File: src/rtl/memory_responder_if.sv
// memory_responder_if
//   Bundles the request-unit side and the RAM side of the memory responder.
//   slave  : view taken by memory_responder (receives requests, drives the RAM).
//   master : view taken by whatever drives requests and models the RAM.
// Signals
//   iREN/iaddr            instruction fetch request, held until ihit
//   dREN/dWEN/daddr/dstore data read/write request, held until dhit
//   ihit/iload            fetch completion pulse and instruction word
//   dhit/dload            data completion pulse and read word
//   merr                  one-cycle pulse on RAM ERROR or timeout
//   ramREN/ramWEN/ramaddr/ramstore  RAM command
//   ramload/ramstate      RAM response (FREE=00 BUSY=01 ACCESS=10 ERROR=11)
interface memory_responder_if #(
  parameter int unsigned WORD_W = 32
);
  logic              iREN;
  logic [WORD_W-1:0] iaddr;
  logic              dREN;
  logic              dWEN;
  logic [WORD_W-1:0] daddr;
  logic [WORD_W-1:0] dstore;
  logic              ihit;
  logic [WORD_W-1:0] iload;
  logic              dhit;
  logic [WORD_W-1:0] dload;
  logic              merr;
  logic              ramREN;
  logic              ramWEN;
  logic [WORD_W-1:0] ramaddr;
  logic [WORD_W-1:0] ramstore;
  logic [WORD_W-1:0] ramload;
  logic [1:0]        ramstate;

  modport slave (
    input  iREN, iaddr, dREN, dWEN, daddr, dstore, ramload, ramstate,
    output ihit, iload, dhit, dload, merr, ramREN, ramWEN, ramaddr, ramstore
  );

  modport master (
    output iREN, iaddr, dREN, dWEN, daddr, dstore, ramload, ramstate,
    input  ihit, iload, dhit, dload, merr, ramREN, ramWEN, ramaddr, ramstore
  );
endinterface

File: src/rtl/memory_responder.sv
// memory_responder
//   Arbitrates the instruction fetch port and the data port onto a single-port
//   RAM. Data requests win over fetches; every access returns to IDLE for at
//   least one cycle, so a held fetch is served after each data access.
// Ports
//   CLK   clock, rising edge
//   nRST  asynchronous active-low reset
//   bus   memory_responder_if.slave: request ports, completion pulses, RAM port
// Parameters
//   WORD_W   data/address width
//   TMO_MAX  cycles in an access state without ACCESS before abort (merr)
module memory_responder #(
  parameter int unsigned WORD_W  = 32,
  parameter int unsigned TMO_MAX = 15
) (
  input  logic                CLK,
  input  logic                nRST,
  memory_responder_if.slave   bus
);

  localparam int unsigned TMO_W = $clog2(TMO_MAX + 1);

  typedef enum logic [1:0] {
    IDLE = 2'd0,
    DACC = 2'd1,
    IACC = 2'd2
  } state_t;

  typedef enum logic [1:0] {
    FREE   = 2'b00,
    BUSY   = 2'b01,
    ACCESS = 2'b10,
    ERROR  = 2'b11
  } ramstate_t;

  state_t           state, next_state;
  logic [TMO_W-1:0] tmo, tmo_next;
  ramstate_t        rs;

  logic              ihit_c, dhit_c, merr_c, ren_c, wen_c;
  logic [WORD_W-1:0] iload_c, dload_c, addr_c, store_c;

  assign rs = ramstate_t'(bus.ramstate);

  always_ff @(posedge CLK or negedge nRST) begin
    if (!nRST) begin
      state <= IDLE;
      tmo   <= '0;
    end else begin
      state <= next_state;
      tmo   <= tmo_next;
    end
  end

  always_comb begin
    next_state = state;
    tmo_next   = tmo;
    ihit_c     = 1'b0;
    dhit_c     = 1'b0;
    merr_c     = 1'b0;
    ren_c      = 1'b0;
    wen_c      = 1'b0;
    iload_c    = '0;
    dload_c    = '0;
    addr_c     = '0;
    store_c    = '0;

    case (state)
      IDLE: begin
        if (bus.dREN || bus.dWEN) begin
          next_state = DACC;
        end else if (bus.iREN) begin
          next_state = IACC;
        end
      end

      DACC: begin
        if (!(bus.dREN || bus.dWEN)) begin
          // Requester withdrew: drop the RAM command in this same cycle.
          next_state = IDLE;
        end else begin
          addr_c  = bus.daddr;
          store_c = bus.dstore;
          // Write takes precedence when both enables are held.
          if (bus.dWEN) begin
            wen_c = 1'b1;
          end else begin
            ren_c = 1'b1;
          end
          case (rs)
            ACCESS: begin
              dhit_c     = 1'b1;
              dload_c    = bus.dWEN ? '0 : bus.ramload;
              next_state = IDLE;
            end
            ERROR: begin
              merr_c     = 1'b1;
              next_state = IDLE;
            end
            default: begin
              if (tmo == TMO_W'(TMO_MAX)) begin
                merr_c     = 1'b1;
                next_state = IDLE;
              end else begin
                tmo_next = tmo + TMO_W'(1);
              end
            end
          endcase
        end
      end

      IACC: begin
        if (!bus.iREN) begin
          next_state = IDLE;
        end else begin
          ren_c  = 1'b1;
          addr_c = bus.iaddr;
          case (rs)
            ACCESS: begin
              ihit_c     = 1'b1;
              iload_c    = bus.ramload;
              next_state = IDLE;
            end
            ERROR: begin
              merr_c     = 1'b1;
              next_state = IDLE;
            end
            default: begin
              if (tmo == TMO_W'(TMO_MAX)) begin
                merr_c     = 1'b1;
                next_state = IDLE;
              end else begin
                tmo_next = tmo + TMO_W'(1);
              end
            end
          endcase
        end
      end

      default: begin
        next_state = IDLE;
      end
    endcase

    if (next_state == IDLE) begin
      tmo_next = '0;
    end

    // Outputs follow nRST combinationally so they vanish the instant reset asserts.
    if (!nRST) begin
      ihit_c  = 1'b0;
      dhit_c  = 1'b0;
      merr_c  = 1'b0;
      ren_c   = 1'b0;
      wen_c   = 1'b0;
      iload_c = '0;
      dload_c = '0;
      addr_c  = '0;
      store_c = '0;
    end
  end

  assign bus.ihit     = ihit_c;
  assign bus.iload    = iload_c;
  assign bus.dhit     = dhit_c;
  assign bus.dload    = dload_c;
  assign bus.merr     = merr_c;
  assign bus.ramREN   = ren_c;
  assign bus.ramWEN   = wen_c;
  assign bus.ramaddr  = addr_c;
  assign bus.ramstore = store_c;

endmodule

File: src/flat_wrapper.sv
// flat-port wrapper written by rule: the top's interface ports become plain ports
module memory_responder_flat 
#(
  parameter int unsigned WORD_W  = 32,
  parameter int unsigned TMO_MAX = 15
)
  (CLK, nRST, bus_iREN, bus_iaddr, bus_dREN, bus_dWEN, bus_daddr, bus_dstore, bus_ramload, bus_ramstate, bus_ihit, bus_iload, bus_dhit, bus_dload, bus_merr, bus_ramREN, bus_ramWEN, bus_ramaddr, bus_ramstore);
  memory_responder_if #(.WORD_W(WORD_W)) bus_i ();
  input  logic CLK;
  input  logic nRST;
  input wire logic [$bits(bus_i.iREN)-1:0] bus_iREN;
  input wire logic [$bits(bus_i.iaddr)-1:0] bus_iaddr;
  input wire logic [$bits(bus_i.dREN)-1:0] bus_dREN;
  input wire logic [$bits(bus_i.dWEN)-1:0] bus_dWEN;
  input wire logic [$bits(bus_i.daddr)-1:0] bus_daddr;
  input wire logic [$bits(bus_i.dstore)-1:0] bus_dstore;
  input wire logic [$bits(bus_i.ramload)-1:0] bus_ramload;
  input wire logic [$bits(bus_i.ramstate)-1:0] bus_ramstate;
  output wire logic [$bits(bus_i.ihit)-1:0] bus_ihit;
  output wire logic [$bits(bus_i.iload)-1:0] bus_iload;
  output wire logic [$bits(bus_i.dhit)-1:0] bus_dhit;
  output wire logic [$bits(bus_i.dload)-1:0] bus_dload;
  output wire logic [$bits(bus_i.merr)-1:0] bus_merr;
  output wire logic [$bits(bus_i.ramREN)-1:0] bus_ramREN;
  output wire logic [$bits(bus_i.ramWEN)-1:0] bus_ramWEN;
  output wire logic [$bits(bus_i.ramaddr)-1:0] bus_ramaddr;
  output wire logic [$bits(bus_i.ramstore)-1:0] bus_ramstore;
  assign bus_i.iREN = bus_iREN;
  assign bus_i.iaddr = bus_iaddr;
  assign bus_i.dREN = bus_dREN;
  assign bus_i.dWEN = bus_dWEN;
  assign bus_i.daddr = bus_daddr;
  assign bus_i.dstore = bus_dstore;
  assign bus_i.ramload = bus_ramload;
  assign bus_i.ramstate = bus_ramstate;
  assign bus_ihit = bus_i.ihit;
  assign bus_iload = bus_i.iload;
  assign bus_dhit = bus_i.dhit;
  assign bus_dload = bus_i.dload;
  assign bus_merr = bus_i.merr;
  assign bus_ramREN = bus_i.ramREN;
  assign bus_ramWEN = bus_i.ramWEN;
  assign bus_ramaddr = bus_i.ramaddr;
  assign bus_ramstore = bus_i.ramstore;
  memory_responder #(.WORD_W(WORD_W), .TMO_MAX(TMO_MAX)) u_core (.CLK(CLK), .nRST(nRST), .bus(bus_i));
endmodule
File: config.mk
export PLATFORM = sky130hd
export DESIGN_NAME = memory_responder_flat
export DESIGN_NICKNAME = d
export VERILOG_FILES = /design/src/rtl/memory_responder_if.sv /design/src/rtl/memory_responder.sv /design/src/flat_wrapper.sv
export SDC_FILE = /design/constraint.sdc
export NUM_CORES = 1
export LEC_CHECK = 0
export CAP_MARGIN = 10
export CORE_AREA = 10 10 96 98
export CTS_CLUSTER_DIAMETER = 60
export DETAILED_ROUTE_END_ITERATION = 12
export DIE_AREA = 0 0 106 108
export HOLD_SLACK_MARGIN = 0.12
export PLACE_DENSITY_LB_ADDON = 0.1
export RECOVER_POWER = 100
export SLEW_MARGIN = 20
export SYNTH_ARGS = -nofsm -noshare
export SYNTH_HDL_FRONTEND = slang
export SYNTH_SLANG_ARGS = --single-unit
File: constraint.sdc
create_clock -name CLK -period 4 [get_ports CLK]
set_input_delay 0.4 -clock CLK [delete_from_list [all_inputs] [get_ports CLK]]
set_output_delay 0.4 -clock CLK [all_outputs]
set_load 0.005 [all_outputs]
==> results of run 1 <==
registers in the layout, summed over array words and instances (netlist names):
register,cells
u_core.tmo,4
u_core.state,2
synth_stat cells, types with 2 or more instances:
master / number / share of area
a21oi_2: 2 / 0.011
o21ai_0: 3 / 0.0092
clkbuf_1: 18 / 0.042
nor2_1: 36 / 0.083
ha_1: 5 / 0.039
inv_1: 2 / 0.0046
nand3_1: 2 / 0.0062
a22oi_1: 32 / 0.15
buf_2: 14 / 0.043
o21a_1: 2 / 0.0092
dfrtp_1: 6 / 0.092
and3_1: 98 / 0.38
and2_1: 3 / 0.012
nor3_1: 2 / 0.0062
xor2_1: 2 / 0.011
nor4_1: 2 / 0.0077
a21oi_1: 4 / 0.012
placed cells by master, fill, tap and decap left out, types with 2 or more instances in the layout:
cell type / synthesis / layout
a22oi_1: 32 / 32
nor4_1: 2 / 2
nor3_1: 2 / 2
ha_1: 5 / 5
and2_1: 3 / 3
buf_4: 0 / 4
nor2_1: 36 / 36
a21oi_1: 4 / 5
dlygate4sd3_1: 0 / 132
clkbuf_8: 0 / 3
o21ai_0: 3 / 4
nand3_1: 2 / 2
inv_1: 2 / 2
o21a_1: 2 / 2
clkdlybuf4s50_1: 0 / 135
dfrtp_1: 6 / 6
and3_1: 98 / 98
xor2_1: 2 / 2
metrics by stage:
step	cell area, um2	worst slack (ns)
after detailed placement	4330	0.935
final	4360	0.642
after CTS	4370	0.863
after global routing	4360	0.382
after floorplan	1620	2.20
after global placement	4330	0.959
worst max-delay path: stages:
cell,delay (ns)
dlygate4sd3_1,0.71
clkbuf_1,0.93
and3_1,0.29
dlygate4sd3_1,0.63
power groups by stage:
stage | logic (W) | registers [W] | clock network (W)
after global routing | 0.000754 | 0.0000914 | 0.0000948
final | 0.000687 | 0.0000894 | 0.0000883
after floorplan | 0.000343 | 0.0000870 | 0
after global placement | 0.000717 | 0.0000891 | 0
after detailed placement | 0.000727 | 0.0000898 | 0
after CTS | 0.000731 | 0.0000892 | 0.0000913
worst min-delay path by stage:
| stage | end | depth (start not counted) |
|---|---|---|
| floorplan | u_core.state[0] | 0 |
| global placement | u_core.tmo[1] | 2 |
| detailed placement | u_core.tmo[1] | 2 |
| CTS | u_core.tmo[3] | 1 |
| global route | u_core.tmo[3] | 1 |
| finish | u_core.tmo[3] | 1 |
layout make-up:
class / instances / share of cell area
clock buffer: 3 / 0.00946
inverter: 2 / 0.00172
multi-input combinational: 208 / 0.304
sequential: 6 / 0.0344
tap: 102 / 0.0292
timing repair buffer: 273 / 0.621
cells by family after synthesis:
logic type                 Yosys count  synth area share
adders and majority gates            5            0.0385
DFF                                  6            0.0924
muxes                                1           0.00616
xor gates and xnor gates             2            0.0108
AOI/OAI and AO/OA                   46             0.211
and+or+nand+nor                    154             0.552
buffers and inverters               34            0.0894
routing by layer:
layer	global-route usage	vias to the layer above	routed length, um	share of wire
li1	-	1408	-	-
met1	0.211	1240	4630	0.37
met2	0.360	162	6610	0.53
met3	0.0637	19	1130	0.090
met4	0.0387	0	223	0.018
met5	0	-	0	0
==> flow_summary.toml, run 1 <==
[clock_network]
cts.htree.levels = 1
cts_setup_buffers = 0
cts_buffers = 3
cts.sinks = 6
cts_tree = "yes"
cts_hold_buf = 0
clock_latency_ns = 0.22
root_buffer = "clkbuf_8"
cts.path.max_buffers = 2
cts_resized = 0
clkSlewWorstSetupHoldPaths_ns = 0.03

[synthesis]
syn_area_um2 = 1620
synth_seq_cells = 6
synth_cell_types = 32
syn_avg_cell_area_um2 = 6.55
synth_edf_count = 0
synth_ff_type = "dfrtp_1"
yosys_warnings = 0
async_flop_share = 1.00
postSynthCellCount = 248
syn-num-nets = 388
synth-seq-area-share = 0.0924

[placed_design]
portBuffers = 267
hpwlAfterDp_um = 10700
dp.cells = 591
routabilityCongestion = 0.874

[floorplanning]
rows = 32
fp.coreArea_um2 = 7450
die_area_um2 = 11400
ios = 268
initial_core_util = 0.218
die_h_um = 108
chipWidth_um = 106

[outcome]
status = "finished, final reports clean"

[pwr]
power_frac_seq = 0.103
p_int_w = 0.000496
combPwrFrac = 0.794
vdd_ir_drop_max_v = 0.000238
leakage_nw = 2.36
power_w = 0.000864
power.clock.fraction = 0.102
p_switching_w = 0.000368
p_sw_frac = 0.426
powerDensity_nw_per_um2 = 198

[route]
dr.pass1.iters = 4
drcViolationCount = 0
wl_per_cell_um = 21.2
final_antenna_net_count = 0
wl_um = 12600
viasPerCell = 4.76
drtIter0Drc = 139
vias = 2829

[final_layout]
nNetsFinal = 634
regArea_um2 = 150
multi_input_area_um2 = 1330
layout.cells.non_filler = 594
n_antenna_cell = 0
syn_to_final_growth_pct = 169
drive_above_1_share = 0.0325
fillCellCount = 692
fin_util = 0.586

[setup_path]
rr_worst_depth = 7
cp.required_ns = 3.60
crit_arrival_ns = 2.96
path_max_fanout = 36
cp-start-kind = "primary input"
worst-setup-path-type = "in -> out"
reg2reg_to = "u_core.tmo[2]"
endpoint_kind = "output pin"
worstSetupStartpoint = "nRST"
cp-endpoint = "bus_ramstore[5]"
r2r_start = "u_core.state[0]"
reg2reg_setup_slack_ns = 2.03

[global_route]
antenna_found_initial = 0
grt_max_degree = 68
track_usage = 0.194
gr-total-overflow = 0
grt_pass1_wl_um = 17500
grt_pass1_vias = 2670

[min_path]
hp-class = "in -> async"

[sta]
setup-tns-final_ns = 0
whs_ns = 0.501
setup_viol = 0
rsz0062_at_grt = "false"
fin_crit_ns = 3.36
worst-slew-pin-transition_ns = 1.21
fmax_mhz = 298
timing.final.crit_share = 0.840
slew_violations = 0
relSlewSlack = 0.194
skew_ns = 0.000697
hold_violations = 0

[run]
cap_viol_max_count = 0
(Power assumes the default switching activity.)
==> run 2, diff against run 1 <==
--- a/config.mk
+++ b/config.mk
@@ -6,10 +6,10 @@
 export NUM_CORES = 1
 export LEC_CHECK = 0
 export CAP_MARGIN = 10
-export CORE_AREA = 10 10 96 98
+export CORE_MARGIN = 10
+export CORE_UTILIZATION = 20
 export CTS_CLUSTER_DIAMETER = 60
 export DETAILED_ROUTE_END_ITERATION = 12
-export DIE_AREA = 0 0 106 108
 export HOLD_SLACK_MARGIN = 0.12
 export PLACE_DENSITY_LB_ADDON = 0.1
 export RECOVER_POWER = 100
==> constraint.sdc (replaced) <==
create_clock -name CLK -period 3 [get_ports CLK]
set_input_delay 0.3 -clock CLK [delete_from_list [all_inputs] [get_ports CLK]]
set_output_delay 0.3 -clock CLK [all_outputs]
set_load 0.005 [all_outputs]
==> flow_summary.toml, run 2 (synthesis results as in run 1) <==
[global_route]
met2_usage = 0.322
grt_pass1_wl_um = 16700
grt_max_degree = 66
antenna_found_initial = 0
use_met1 = 0.204
use_met3 = 0.0470
grt_pass1_vias = 2565
gr-total-overflow = 0
track_usage = 0.175
top_usage_layer = "met2"

[final_layout]
n_antenna_cell = 0
final_common_cell = "clkdlybuf4s50_1"
top_register = "u_core.tmo"
drive_above_1_share = 0.0346
largest_register_ffs = 4
stdcell_area_um2 = 4390
syn_to_final_growth_pct = 170
fin_util = 0.563
nNetsFinal = 634
largestRegisters = "u_core.tmo x4, u_core.state x2"
final_cell_mix = "clkdlybuf4s50_1 (136), dlygate4sd3_1 (131), and3_1 (98)"

[floorplanning]
chipWidth_um = 110
die_h_um = 110
fp.coreArea_um2 = 7810
ios = 268
rows = 32
initial_core_util = 0.208
die_area_um2 = 12100

[sta]
setup_viol = 0
rsz0062_at_grt = "false"
setup-tns-final_ns = 0
worst_slack_ns = 0.252
hold_violations = 0
fin_crit_ns = 2.75
worst-slew-pin-transition_ns = 0.552
timing.final.crit_share = 0.916
fmax_mhz = 364
relSlewSlack = 0.632
skew_ns = 0.000643
slew_violations = 0

[clock_network]
cts_hold_buf = 0
cts.sinks = 6
cts_tree = "yes"
cts_buffers = 3
root_buffer = "clkbuf_8"
cts_resized = 0
clock_latency_ns = 0.22
cts_setup_buffers = 0
clkSlewWorstSetupHoldPaths_ns = 0.03
cts.path.max_buffers = 2
cts.htree.levels = 1

[route]
drcViolationCount = 0
vias = 2779
wl_um = 12400
wl_per_cell_um = 20.8
dr.pass1.iters = 4
final_antenna_net_count = 0
drtIter0Drc = 130
viasPerCell = 4.68

[placed_design]
routabilityCongestion = 0.844
portBuffers = 267
hpwlAfterDp_um = 10500
preCtsSetupSlack_ns = 0.407
place_area_um2 = 4360

[pwr]
p_int_w = 0.000677
vdd_ir_drop_max_v = 0.000400
power_w = 0.00116
combPwrFrac = 0.797
leakage_nw = 2.37
powerDensity_nw_per_um2 = 265
power.clock.fraction = 0.100
p_sw_frac = 0.418
p_switching_w = 0.000486
power_frac_seq = 0.103

[setup_path]
crit_chain = "dlygate4sd3_1 > and3_1 > clkbuf_2 > and3_1 > dlygate4sd3_1"
worst-setup-path-type = "in -> out"
max_stage_delay_ns = 0.66
endpoint_kind = "output pin"
path_max_fanout = 34
cp-start-kind = "primary input"
critPathTopFamily = "buffers and inverters"
crit_arrival_ns = 2.45
cp.required_ns = 2.70
crit_slowest_cell = "dlygate4sd3_1"
crit_buf_inv = 3

[run]
cap_viol_max_count = 0

[min_path]
hp-class = "reg -> reg"

[outcome]
status = "finished, final reports clean"
==> run 2: worst paths after layout <==
kind / slack [ns] / endpoint / cells past startpoint / startpoint
setup reg to reg: 1.06 / u_core.tmo[0] / 7 / u_core.state[0]
setup / recovery: 0.25 / bus_iload[29] / 5 / nRST
hold reg to reg: 0.56 / u_core.tmo[1] / 2 / u_core.tmo[1]
hold / removal: 0.56 / u_core.tmo[1] / 2 / u_core.tmo[1]
min in group asynchronous: 0.71 / u_core.tmo[1] / 2 / nRST
max in group asynchronous: 2.07 / u_core.tmo[0] / 2 / nRST
==> run 2: power groups by stage <==
| stage | sequential [W] | clock [W] | combinational [W] |
|---|---|---|---|
| floorplan | 0.000116 | 0 | 0.000457 |
| global placement | 0.000119 | 0 | 0.000977 |
| detailed placement | 0.000121 | 0 | 0.000983 |
| CTS | 0.000119 | 0.000121 | 0.000990 |
| global route | 0.000124 | 0.000128 | 0.00101 |
| finish | 0.000120 | 0.000116 | 0.000927 |
==> run 2: area by class of cell <==
type                            count  area (um2)
Tap cell                          102         128
Sequential cell                     6         150
Clock buffer                        3        41.3
Multi-Input combinational cell    208        1330
Inverter                            2        7.51
Timing Repair Buffer              273        2740
Fill cell                         734        3420
==> run 2: worst register-to-register path, delay by kind of cell (launching register included) <==
kind | cells | cell delay (ns)
AND/OR/NAND/NOR | 2 | 0.26
flip-flops | 1 | 0.39
adder cells (fa/ha/maj) | 1 | 0.24
AO/OA/AOI/OAI | 2 | 0.58
buffers and inverters | 2 | 0.35
==> run 2: through the flow <==
step | hold WS (ns) | cells
final | 0.558 | 594
after detailed placement | 0.557 | 591
after global placement | 0.539 | 591
after global routing | 0.636 | 594
after floorplan | 0.00441 | 248
after CTS | 0.565 | 594
==> run 2: metal layers <==
| layer | share of wire | routed length, um | vias to the layer above |
|---|---|---|---|
| met4 | 0.0032 | 39 | 0 |
| li1 | - | - | 1400 |
| met1 | 0.38 | 4750 | 1237 |
| met3 | 0.097 | 1190 | 4 |
| met2 | 0.52 | 6390 | 138 |
| met5 | 0 | 0 | - |
==> run 3, diff against run 2 <==
--- a/config.mk
+++ b/config.mk
@@ -10,9 +10,11 @@
 export CORE_UTILIZATION = 20
 export CTS_CLUSTER_DIAMETER = 60
 export DETAILED_ROUTE_END_ITERATION = 12
+export GPL_ROUTABILITY_DRIVEN = 0
 export HOLD_SLACK_MARGIN = 0.12
 export PLACE_DENSITY_LB_ADDON = 0.1
 export RECOVER_POWER = 100
+export SETUP_SLACK_MARGIN = 0.15
 export SLEW_MARGIN = 20
 export SYNTH_ARGS = -nofsm -noshare
 export SYNTH_HDL_FRONTEND = slang
==> flow_summary.toml, run 3 (synthesis results as in run 1) <==
[outcome]
status = "finished, final reports clean"

[final_layout]
final_common_cell = "clkdlybuf4s50_1"
syn_to_final_growth_pct = 171
largest_register_ffs = 4
n_antenna_cell = 0
layout.cells.non_filler = 594
drive_above_1_share = 0.0346
top_register = "u_core.tmo"
largestRegisters = "u_core.tmo x4, u_core.state x2"
final_cell_mix = "clkdlybuf4s50_1 (136), dlygate4sd3_1 (131), and3_1 (98)"
stdcell_area_um2 = 4400
nNetsFinal = 634

[floorplanning]
fp.coreArea_um2 = 7810
chipWidth_um = 110
initial_core_util = 0.208
die_h_um = 110
die_area_um2 = 12100
rows = 32
ios = 268

[route]
vias = 2794
final_antenna_net_count = 0
viasPerCell = 4.70
dr.pass1.iters = 5
wl_um = 12400
wl_per_cell_um = 20.8
drtIter0Drc = 132
drcViolationCount = 0

[sta]
hold_violations = 0
setup-tns-final_ns = 0
worst-slew-pin-transition_ns = 0.554
rsz0062_at_grt = "false"
setup_viol = 0
relSlewSlack = 0.631
slew_violations = 0
fin_crit_ns = 2.75
fmax_mhz = 364
timing.final.crit_share = 0.917
skew_ns = 0.000643

[global_route]
track_usage = 0.175
grt_pass1_vias = 2565
grt_max_degree = 66
antenna_found_initial = 0
gr-total-overflow = 0
grt_pass1_wl_um = 16700

[pwr]
power_frac_seq = 0.103
vdd_ir_drop_max_v = 0.000403
p_int_w = 0.000682
powerDensity_nw_per_um2 = 266
power.clock.fraction = 0.099
combPwrFrac = 0.798
p_sw_frac = 0.416
p_switching_w = 0.000487
leakage_nw = 2.38

[placed_design]
hpwlAfterDp_um = 10500
portBuffers = 267
dp.cells = 591
place_area_um2 = 4360

[run]
cap_viol_max_count = 0

[clock_network]
cts.sinks = 6
cts_buffers = 3
cts_tree = "yes"
cts.path.max_buffers = 2
cts_setup_buffers = 0
cts_hold_buf = 0
clock_latency_ns = 0.22
clkSlewWorstSetupHoldPaths_ns = 0.03
root_buffer = "clkbuf_8"
cts_resized = 0
cts.htree.levels = 1

[setup_path]
critPathTopFamily = "buffers and inverters"
max_stage_delay_ns = 0.66
cp-start-kind = "primary input"
path_max_fanout = 34
worst-setup-path-type = "in -> out"
crit_arrival_ns = 2.45
cp.required_ns = 2.70
endpoint_kind = "output pin"
crit_chain = "dlygate4sd3_1 > and3_1 > clkbuf_2 > and3_1 > dlygate4sd3_1"
crit_slowest_cell = "dlygate4sd3_1"
crit_buf_inv = 3

[min_path]
hp-class = "reg -> reg"
==> run 3: final cells by class <==
class	instances	area, um2
sequential	6	150
clock buffer	3	41.3
fill	732	3410
tap	102	128
inverter	2	7.51
multi-input combinational	208	1330
timing repair buffer	273	2740
==> run 3: worst paths after layout <==
check,start,end,slack [ns],cells after the start
setup / recovery,nRST,bus_iload[29],0.25,5
max in group asynchronous,nRST,u_core.tmo[0],2.07,2
hold / removal,u_core.tmo[1],u_core.tmo[1],0.56,2
min in group asynchronous,nRST,u_core.tmo[1],0.71,2
hold reg to reg,u_core.tmo[1],u_core.tmo[1],0.56,2
setup reg to reg,u_core.state[0],u_core.tmo[0],1.07,7
==> run 3: worst register-to-register path: stages, from the launching register on <==
cell     delay [ns]
dfrtp_1        0.39
inv_1          0.11
ha_1           0.24
and2_0         0.16
buf_4          0.24
o21a_1         0.26
a21oi_1        0.32
nor2_1         0.10
==> run 3: metrics by stage <==
step / setup WS [ns] / total power, W / hold slack, ns / util
6_report: 0.250 / 0.00117 / 0.558 / 0.563
5_1_grt: 0.104 / 0.00127 / 0.636 / 0.563
3_5_place_dp: 0.407 / 0.00110 / 0.557 / 0.558
3_3_place_gp: 0.414 / 0.00110 / 0.539 / 0.558
4_1_cts: 0.342 / 0.00123 / 0.565 / 0.563
2_1_floorplan: 1.30 / 0.000573 / 0.00441 / -
==> run 3: routing by layer <==
metal / global-route usage / share of wire / vias to the layer above
li1: - / - / 1400
met1: 0.204 / 0.38 / 1250
met2: 0.322 / 0.52 / 140
met3: 0.0470 / 0.10 / 4
met4: 0.0193 / 0.0032 / 0
met5: 0 / 0 / -
==> run 3: power groups by stage <==
stage                     sequential [W]  combinational (W)  clock (W)
final                           0.000120           0.000933   0.000116
after global placement          0.000119           0.000977          0
after CTS                       0.000119           0.000990   0.000121
after floorplan                 0.000116           0.000457          0
after global routing            0.000124            0.00102   0.000128
after detailed placement        0.000121           0.000983          0
